==> config.mk <==
export PLATFORM = sky130hd
export DESIGN_NAME = interval_timer_ctrl
export DESIGN_NICKNAME = d
export VERILOG_FILES = /design/src/rtl/interval_timer_ctrl.sv
export SDC_FILE = /design/constraint.sdc
export NUM_CORES = 1
export LEC_CHECK = 0
export BUFFER_PORTS_ARGS = -buffer_cell sky130_fd_sc_hd__buf_4
export CAP_MARGIN = 5
export CORE_MARGIN = 2
export CORE_UTILIZATION = 53
export CTS_CLUSTER_SIZE = 28
export DETAILED_ROUTE_END_ITERATION = 7
export PLACE_DENSITY = 0.79
export SYNTH_ARGS = -nofsm -noshare
export SYNTH_HDL_FRONTEND = slang
export SYNTH_SLANG_ARGS = --single-unit
==> constraint.sdc <==
create_clock -name clk -period 1.8 [get_ports clk]
set_input_delay 0.18 -clock clk [delete_from_list [all_inputs] [get_ports clk]]
set_output_delay 0.18 -clock clk [all_outputs]
set_load 0.02 [all_outputs]
==> src/rtl/interval_timer_ctrl.sv <==
// Interval timer for a traffic-light controller: three programmable second-based
// intervals, a one-second prescaler and a restartable countdown with an expiry pulse.
module interval_timer_ctrl #(
   parameter int CLK_PER_SEC = 4,
   parameter int DEF_BASE    = 6,
   parameter int DEF_EXT     = 3,
   parameter int DEF_YEL     = 2
) (
   input  logic       clk,
   input  logic       reset,
   input  logic       start_timer,
   input  logic [1:0] requesting_interval,
   input  logic [1:0] prog_sel,
   input  logic [3:0] time_value,
   input  logic       reprogram,
   output logic       expired,
   output logic       busy,
   output logic       one_hz_enable,
   output logic [3:0] count_value
);

   // CLK_PER_SEC below 2 has no meaningful prescaler; the width floor only keeps elaboration legal.
   localparam int            PW        = (CLK_PER_SEC > 2) ? $clog2(CLK_PER_SEC) : 1;
   localparam logic [PW-1:0] PRESC_MAX = PW'(CLK_PER_SEC - 1);

   localparam logic [1:0] SEL_BASE = 2'b00;
   localparam logic [1:0] SEL_EXT  = 2'b01;
   localparam logic [1:0] SEL_YEL  = 2'b10;

   typedef enum logic {
      IDLE  = 1'b0,
      COUNT = 1'b1
   } state_t;

   state_t        state, state_n;
   logic [PW-1:0] presc, presc_n;
   logic [3:0]    base_q, base_n;
   logic [3:0]    ext_q, ext_n;
   logic [3:0]    yel_q, yel_n;
   logic [3:0]    count_n;
   logic          expired_n;
   logic          busy_n;
   logic          one_hz_n;
   logic          wrap;

   // A zero-second interval is meaningless, so writes of 0 are stored as 1.
   function automatic logic [3:0] stored_value(input logic [3:0] v);
      return (v == 4'd0) ? 4'd1 : v;
   endfunction

   // The reserved select code falls back to the base interval.
   function automatic logic [3:0] selected_interval(input logic [1:0] sel,
                                                    input logic [3:0] b,
                                                    input logic [3:0] e,
                                                    input logic [3:0] y);
      case (sel)
         SEL_EXT: return e;
         SEL_YEL: return y;
         default: return b;
      endcase
   endfunction

   assign wrap = (state == COUNT) && (presc == PRESC_MAX);

   // Priority: reprogram (write + abort), then start/restart, then normal counting.
   always_comb begin
      // NOTE: every signal gets a default before any branch so no latch is inferred.
      state_n   = state;
      presc_n   = presc;
      base_n    = base_q;
      ext_n     = ext_q;
      yel_n     = yel_q;
      count_n   = count_value;
      expired_n = 1'b0;
      one_hz_n  = 1'b0;

      if (reprogram) begin
         case (prog_sel)
            SEL_BASE: base_n = stored_value(time_value);
            SEL_EXT:  ext_n  = stored_value(time_value);
            SEL_YEL:  yel_n  = stored_value(time_value);
            default:  ;
         endcase
         state_n = IDLE;
         presc_n = '0;
         count_n = 4'd0;
      end else if (start_timer) begin
         state_n = COUNT;
         presc_n = '0;
         count_n = selected_interval(requesting_interval, base_q, ext_q, yel_q);
      end else if (state == COUNT) begin
         if (wrap) begin
            presc_n  = '0;
            one_hz_n = 1'b1;
            if (count_value <= 4'd1) begin
               expired_n = 1'b1;
               state_n   = IDLE;
               count_n   = 4'd0;
            end else begin
               count_n = count_value - 4'd1;
            end
         end else begin
            presc_n = presc + 1'b1;
         end
      end

      busy_n = (state_n == COUNT);
   end

   // NOTE: sequential state uses non-blocking assignments so every register samples pre-edge values.
   always_ff @(posedge clk) begin
      if (!reset) begin
         state         <= IDLE;
         presc         <= '0;
         base_q        <= 4'(DEF_BASE);
         ext_q         <= 4'(DEF_EXT);
         yel_q         <= 4'(DEF_YEL);
         count_value   <= 4'd0;
         expired       <= 1'b0;
         busy          <= 1'b0;
         one_hz_enable <= 1'b0;
      end else begin
         state         <= state_n;
         presc         <= presc_n;
         base_q        <= base_n;
         ext_q         <= ext_n;
         yel_q         <= yel_n;
         count_value   <= count_n;
         expired       <= expired_n;
         busy          <= busy_n;
         one_hz_enable <= one_hz_n;
      end
   end

endmodule

# Word level (Yosys, flattened, before mapping)

Index checks and enable logic that the tools add are counted.

Add/sub/neg operators: 2
Multiply operators: 0
Divide/modulo/power cells: 0
Magnitude comparators: 1
Equal/unequal tests: 5
Shift-type cells: 0
Muxes and demuxes: 13
Bitwise operators: 3
Reductions and logical operators: 13

Operator list:

| operator                                            | count |
|---|---|
| 2-to-1 mux 4 bit                                    | 5 |
| case mux 4 bit (2 select lines)                     | 1 |
| AND reduction 2 bit                                 | 4 |
| equality test 2 bit, second input constant          | 3 |
| 2-to-1 mux 1 bit                                    | 6 |
| OR reduction 5 bit                                  | 1 |
| equality test 2 x 1 -> 1 bit, second input constant | 2 |
| <= comparator 4 x 1 -> 1 bit, second input constant | 1 |
| zero test 4 bit                                     | 1 |
| nonzero test 2 bit                                  | 2 |
| OR reduction 4 bit                                  | 1 |
| subtractor 4 x 1 -> 4 bit, second input constant    | 1 |
| inverter 1 bit                                      | 3 |
| OR reduction 3 bit                                  | 1 |
| adder 2 x 1 -> 2 bit, second input constant         | 1 |
| zero test 2 bit                                     | 1 |
| 2-to-1 mux 2 bit                                    | 1 |
| OR reduction 2 bit                                  | 1 |
| logical AND 1 bit                                   | 1 |

Register bits after elaboration: 21
Latch bits: 0
Bits in writable memories: 0
ROM bits: 0
Output and inout port bits: 7
Logic and storage cells: 45
Memories kept: 0

# Logic depth before layout (Yosys ltp)

Gate-level depths: netlist of run 1.

Depth in word-level cells: 5
Mapped depth: 6
Depth with buffers taken out: 6

# Worst setup path before layout of run 1

No wires, ideal clock.

Path kind: register -> register
Start point: register count_value[0]
End point: register count_value[0]
Library setup time: 0.074 ns
Data arrival time: 1.511 ns
Path slack: 0.215 ns
Cell stages (with the launch flop): 6
Path buffers: 0
Period minus slack after synthesis: 1.585 ns
Cells stage by stage: dfxtp_1 -> inv_1 -> ha_1 -> o21ai_2 -> or4b_1 -> a31oi_1

Longest elaborated chain between the ends: 5

Ends and longest elaborated chain:

| what                                                                             | line    | source |
|---|---|---|
| start: declaration                                                               | 19      | `output logic [3:0] count_value` |
| start signal: assignment                                                         | 128     | `count_value <= count_n;` |
| subtractor 4 x 1 -> 4 bit / <= comparator 4 x 1 -> 1 bit (equally long branches) | 100, 95 |  |
| 2-to-1 mux 4 bit *                                                               | 95      | `if (count_value <= 4'd1) begin` |
| 2-to-1 mux 4 bit *                                                               | 92      | `if (wrap) begin` |
| 2-to-1 mux 4 bit *                                                               | 91      | `end else if (state == COUNT) begin` |
| 2-to-1 mux 4 bit *                                                               | 87      | `end else if (start_timer) begin` |

Mark *: on every way between the ends. The rest lies on a longest branch, timed or not. The select of a mux whose other input is x is not followed.
A chain may end at the register's enable or synchronous reset.

# Worst setup path after layout of run 1

Start point: register count_value[1]
End point: register count_value[0]

Longest elaborated chain between the ends: 5

Ends and longest elaborated chain:

| what                         | line |
|---|---|
| <= comparator 4 x 1 -> 1 bit | 95 |
| 2-to-1 mux 4 bit             | 95 |
| 2-to-1 mux 4 bit             | 92 |
| 2-to-1 mux 4 bit             | 91 |
| 2-to-1 mux 4 bit             | 87 |

No other way between the ends. The select of a mux whose other input is x is not followed.

==> results of run 1 <==
-- report_power, final --
group / leakage [nW] / internal [W] / switching (W)
Clock: 0.0150 / 0.0000862 / 0.000134
Sequential: 0.171 / 0.000480 / 0.0000120
Combinational: 0.342 / 0.0000672 / 0.0000685
Total: 0.529 / 0.000634 / 0.000215
-- critical path, stage by stage (launching register included) --
cell and delay [ps]:
dfxtp_1 400, inv_1 90, ha_1 220, o21ai_2 200, or4b_1 450, a31oi_1 170
-- registers in the layout (all words and copies together) (netlist names) --
register / flops
one_hz_enable: 1
presc: 2
ext_q: 4
base_q: 4
yel_q: 4
expired: 1
count_value: 4
state: 1
-- routing by layer --
metal | share of wire (%) | GRT usage [%] | vias up
li1 | - | - | 415
met1 | 45 | 25.00 | 380
met2 | 49 | 34.93 | 24
met3 | 4.8 | 4.528 | 4
met4 | 1.1 | 4.865 | 0
met5 | 0 | 0 | -
-- per-stage QoR --
step | utilization [%] | worst slack, ps
5_1_grt | 67.59 | 33.40
4_1_cts | 67.52 | 169.7
2_1_floorplan | - | 215.1
6_report | 67.59 | 193.6
3_5_place_dp | 66.03 | 179.0
3_3_place_gp | 66.03 | 299.5
-- cell type report --
type | count | area [sq um] | share of cell area [%]
clock buffer | 4 | 26.28 | 2.204
inverter | 5 | 18.77 | 1.574
multi-input combinational | 75 | 551.8 | 46.28
sequential | 21 | 421.7 | 35.36
tap | 25 | 31.28 | 2.623
timing repair buffer | 19 | 142.6 | 11.96
-- path summary, 6_finish.rpt --
| check | endpoint | depth (start not counted) |
|---|---|---|
| hold reg to reg | base_q[2] | 2 |
| setup reg to reg | count_value[0] | 5 |
| setup / recovery | count_value[0] | 5 |
| hold / removal | base_q[2] | 2 |
-- what timing repair did --
item | 4_1_cts | 5_1_grt
gates resized for setup | 0 | 1
setup endpoints to repair | 0 | 1
hold endpoints to repair | 0 | 0
-- layout by cell type, fill, tap and decap left out, drive strengths merged --
cell type,instances
or4b,1
a221o,2
buf,19
dfxtp,21
mux2i,12
nor3b,1
inv,5
nor2,7
o221ai,1
nand2b,2
nand3,1
nor3,5
and2b,1
o211ai,3
a211oi,2
xor2,1
o211a,1
and2,1
nor4,1
nand3b,4
a31oi,1
ha,5
o22a,1
nand2,9
a221oi,3
a21oi,1
clkbuf,4
nor2b,6
o21ai,3
-- cells in the mapped netlist (all sizes together) --
cell / count / area, sq um
ha: 5 / 62.56
o211a: 1 / 10.01
a21oi: 1 / 5.000
o221ai: 1 / 8.760
nand2: 9 / 36.29
dfxtp: 21 / 420.4
nor4: 1 / 6.260
o211ai: 3 / 22.52
inv: 5 / 18.77
a31oi: 1 / 6.260
buf: 3 / 26.27
a221o: 2 / 21.27
clkbuf: 1 / 3.750
nand2b: 2 / 12.51
nor2b: 6 / 37.54
nor3: 5 / 25.02
nor2: 7 / 28.78
and2b: 1 / 7.510
xor2: 1 / 8.760
o22a: 1 / 8.760
a221oi: 3 / 26.28
and2: 1 / 6.260
nor3b: 1 / 12.51
mux2i: 12 / 120.1
o21ai: 3 / 18.77
a211oi: 2 / 15.01
or4b: 1 / 10.01
nand3b: 4 / 30.03
nand3: 1 / 5.000
-- cells by family (layout without fill, tap and decap cells) --
logic type / after synthesis / in the layout / share of synthesized area, %
buf+inv: 9 / 28 / 4.779
flops: 21 / 21 / 41.18
xor+xnor: 1 / 1 / 0.8580
fa+ha+maj: 5 / 5 / 6.127
simple gates: 39 / 39 / 21.32
compound gates: 18 / 18 / 13.97
mux: 12 / 12 / 11.77
==> flow_metrics.py, run 1 <==
metrics = {
    "placed_design": {
        "placement.io_buffers": 18,
        "gp_congestion": 0.7083,
        "dp_cells": 145,
        "dpl_cell_area_sq_um": 1165,
        "dpl.hpwl_mm": 1.543,
    },
    "pwr": {
        "pwr_density_cell_nw_per_um2": 711.5,
        "finalPower_w": 0.0008483,
        "p_leak_nw": 0.5286,
        "peakVddDrop_v": 0.0004877,
    },
    "synth": {
        "synth_seq_cells": 21,
        "yosysSeqAreaShare_pct": 41.18,
        "syn_inst": 105,
        "syn_nets": 122,
        "post_synth_num_cell_types": 34,
        "netlist_area_sq_um": 1021,
        "yosysWarnings": 0,
        "synth.avg_cell_area_sq_um": 9.724,
    },
    "global_routing": {
        "antenna_found_initial": 0,
        "grt_max_degree": 16,
        "track_usage_pct": 20.06,
        "grt_first_pass_wirelength_mm": 3.208,
        "grt_pass1_vias": 762,
        "gr-total-overflow": 0,
    },
    "timing": {
        "maxSlewViolCount": 0,
        "max_freq_ghz": 0.6225,
        "rsz0062_at_grt": "false",
        "worst_pin_slew_ps": 427.4,
        "fin_crit_sh_pct": 89.24,
        "hold_viol_final": 0,
        "finalCriticalPeriod_ps": 1606,
        "fin_hold_ws_ps": 117.1,
        "max_slew_margin_pct": 71.38,
        "setup-tns-final_ps": 0,
        "setup_viol": 0,
        "skew_ps": 5.140,
    },
    "layout": {
        "n_antenna_cell": 0,
        "final_cells": 149,
        "nFillCells": 153,
        "area_growth_syn_to_layout_pct": 16.79,
        "drive_gt1_share_pct": 22.58,
        "final_cell_area_sq_um": 1192,
        "nNetsFinal": 142,
    },
    "setup_path": {
        "endpoint_kind": "register",
        "startpoint": "count_value[1]",
        "crit_required_ps": 2020,
        "critical_path_class": "register to register",
        "rrSetupSlack_ps": 190,
        "arrival_ps": 1830,
        "cp-start-kind": "register",
        "reg2reg_from": "count_value[1]",
        "crit_fanout": 4,
    },
    "routing": {
        "routedWlPerCell_microns": 13.24,
        "ant_nets": 0,
        "vias": 823,
        "vias_per_cell": 5.523,
        "drt_wl_total_mm": 1.973,
        "drt-initial-drc-count": 4,
        "dr.pass1.iters": 4,
        "drcViolationCount": 0,
    },
    "job": {
        "max-cap-violations": 0,
    },
    "clock_tree": {
        "cts_root_buf": "clkbuf_4",
        "cts_buffers": 3,
        "clk_transition_reported_paths_ps": 110,
        "cts_setup_buffers": 0,
        "cts_tree": "yes",
        "cts_sinks": 21,
        "htreeDepth": 1,
        "clkLatencyLatePin_ps": 290,
        "cts_buffer_depth": 2,
        "cts_hold_buf": 0,
    },
    "floorplan": {
        "die-area_sq_um": 2293,
        "die_y_microns": 47.89,
        "core_sq_um": 1764,
        "io_pins": 19,
        "start_util_pct": 57.87,
        "die_w_microns": 47.89,
        "rows": 15,
    },
    "run_status": {
        "outcome": "complete, no violations",
    },
    "worst_hold_path": {
        "min_from": "reset",
        "hold_class": "primary input to register",
    },
}
Note: power is estimated with default switching activity, not from simulation.
==> run 2, diff against run 1 <==
--- a/config.mk
+++ b/config.mk
@@ -8,10 +8,10 @@
 export BUFFER_PORTS_ARGS = -buffer_cell sky130_fd_sc_hd__buf_4
 export CAP_MARGIN = 5
 export CORE_MARGIN = 2
-export CORE_UTILIZATION = 53
+export CORE_UTILIZATION = 40
 export CTS_CLUSTER_SIZE = 28
 export DETAILED_ROUTE_END_ITERATION = 7
-export PLACE_DENSITY = 0.79
+export PLACE_DENSITY = 0.63
 export SYNTH_ARGS = -nofsm -noshare
 export SYNTH_HDL_FRONTEND = slang
 export SYNTH_SLANG_ARGS = --single-unit
==> flow_metrics.py, run 2 (synthesis gave the netlist of run 1 again) <==
metrics = {
    "run_status": {
        "outcome": "complete, no violations",
    },
    "clock_tree": {
        "cts_buffers": 3,
        "cts_buffer_depth": 2,
        "clkLatencyLatePin_ps": 300,
        "post_cts_resize_count": 0,
        "cts_hold_buf": 0,
        "cts_root_buf": "clkbuf_4",
        "cts_setup_buffers": 0,
        "clk_transition_reported_paths_ps": 120,
        "cts_tree": "yes",
        "cts_sinks": 21,
        "htreeDepth": 1,
    },
    "setup_path": {
        "cp-start-kind": "register",
        "arrival_ps": 1850,
        "cpPeakStageDelay_ps": 460,
        "crit_required_ps": 2040,
        "path_cells": "inv_1 -> ha_1 -> o21ai_2 -> or4b_1 -> a31oi_1",
        "critical_path_class": "register to register",
        "crit_fanout": 6,
        "endpoint_kind": "register",
        "crit_slowest_cell": "or4b_1",
    },
    "timing": {
        "fin_crit_sh_pct": 89.18,
        "hold_viol_final": 0,
        "worst_pin_slew_ps": 484.6,
        "setup_viol": 0,
        "finalCriticalPeriod_ps": 1605,
        "max_freq_ghz": 0.6229,
        "setup-tns-final_ps": 0,
        "rsz0062_at_grt": "false",
        "maxSlewViolCount": 0,
        "max_slew_margin_pct": 67.55,
        "skew_ps": 10.84,
        "setup_ws_ps": 194.7,
    },
    "global_routing": {
        "grt_pass1_vias": 745,
        "track_usage_pct": 15.32,
        "gr-total-overflow": 0,
        "grt_max_degree": 16,
        "antenna_found_initial": 0,
        "grt_first_pass_wirelength_mm": 3.263,
    },
    "layout": {
        "n_antenna_cell": 0,
        "drive_gt1_share_pct": 22.58,
        "final_util_pct": 48.83,
        "nNetsFinal": 142,
        "area_growth_syn_to_layout_pct": 17.40,
        "final_cell_mix": "dfxtp_1, buf_4, mux2i_1",
        "final_common_cell": "dfxtp_1",
    },
    "placed_design": {
        "placement.io_buffers": 18,
        "place_ws_ps": 216.5,
        "gp_congestion": 0.7823,
        "dpl.hpwl_mm": 1.551,
    },
    "worst_hold_path": {
        "hold_class": "primary input to register",
    },
    "floorplan": {
        "die_w_microns": 54.52,
        "die-area_sq_um": 2972,
        "rows": 18,
        "io_pins": 19,
        "die_y_microns": 54.52,
        "core_sq_um": 2455,
        "start_util_pct": 41.59,
    },
    "pwr": {
        "pwr_density_cell_nw_per_um2": 709.6,
        "p_leak_nw": 0.5309,
        "finalPower_w": 0.0008505,
        "peakVddDrop_v": 0.0004524,
    },
    "routing": {
        "routedWlPerCell_microns": 12.79,
        "drt-initial-drc-count": 6,
        "vias_per_cell": 5.292,
        "drt_wl_total_mm": 1.969,
        "dr.pass1.iters": 3,
        "drcViolationCount": 0,
        "vias": 815,
        "ant_nets": 0,
    },
    "job": {
        "max-cap-violations": 0,
    },
}
run 2: worst paths after layout:
kind,from,endpoint,slack (ps),cells past startpoint
setup / recovery,count_value[0],count_value[0],190,5
hold / removal,time_value[1],ext_q[1],110,3
setup reg to reg,count_value[0],count_value[0],190,5
hold reg to reg,base_q[2],base_q[2],490,2
run 2: final cells by class:
cell class,count,area (sq um)
repair buffers,19,142.6
clock buffers,3,22.52
inverters,5,18.77
fillers,249,1256
well taps,30,37.54
clock inverters,1,5.005
multi-input cells,75,551.8
flip-flops and latches,21,420.4
run 2: layer usage:
metal  GRT usage [%]  vias to the layer above  routed length, microns
met5               0                        -                       0
met1           19.10                      378                     925
met4           6.250                        0                      27
met2           26.10                       17                     939
li1                -                      416                       -
met3           2.459                        4                      77
run 2: worst max-delay path, delay by kind of cell (launching register included):
| family | cells | cell delay [ps] |
|---|---|---|
| AOI/OAI and AO/OA | 2 | 330 |
| adders and majority gates | 1 | 240 |
| and+or+nand+nor | 1 | 460 |
| buffers and inverters | 1 | 80 |
| DFF | 1 | 440 |
run 2: metrics by stage:
stage,std cells,area (sq um),hold WS [ps]
6_report,154,1199,109.4
2_1_floorplan,105,1021,267.2
5_1_grt,154,1199,99.53
4_1_cts,154,1199,104.5
3_3_place_gp,150,1171,430.2
3_5_place_dp,150,1171,429.5
run 2: power by group:
part	internal, W	switching (W)	leakage, nW	total (W)
combinational	0.0000672	0.0000685	0.342	0.000136
sequential	0.000480	0.0000120	0.171	0.000492
clock	0.0000827	0.000140	0.0177	0.000223
total	0.000630	0.000220	0.531	0.000851
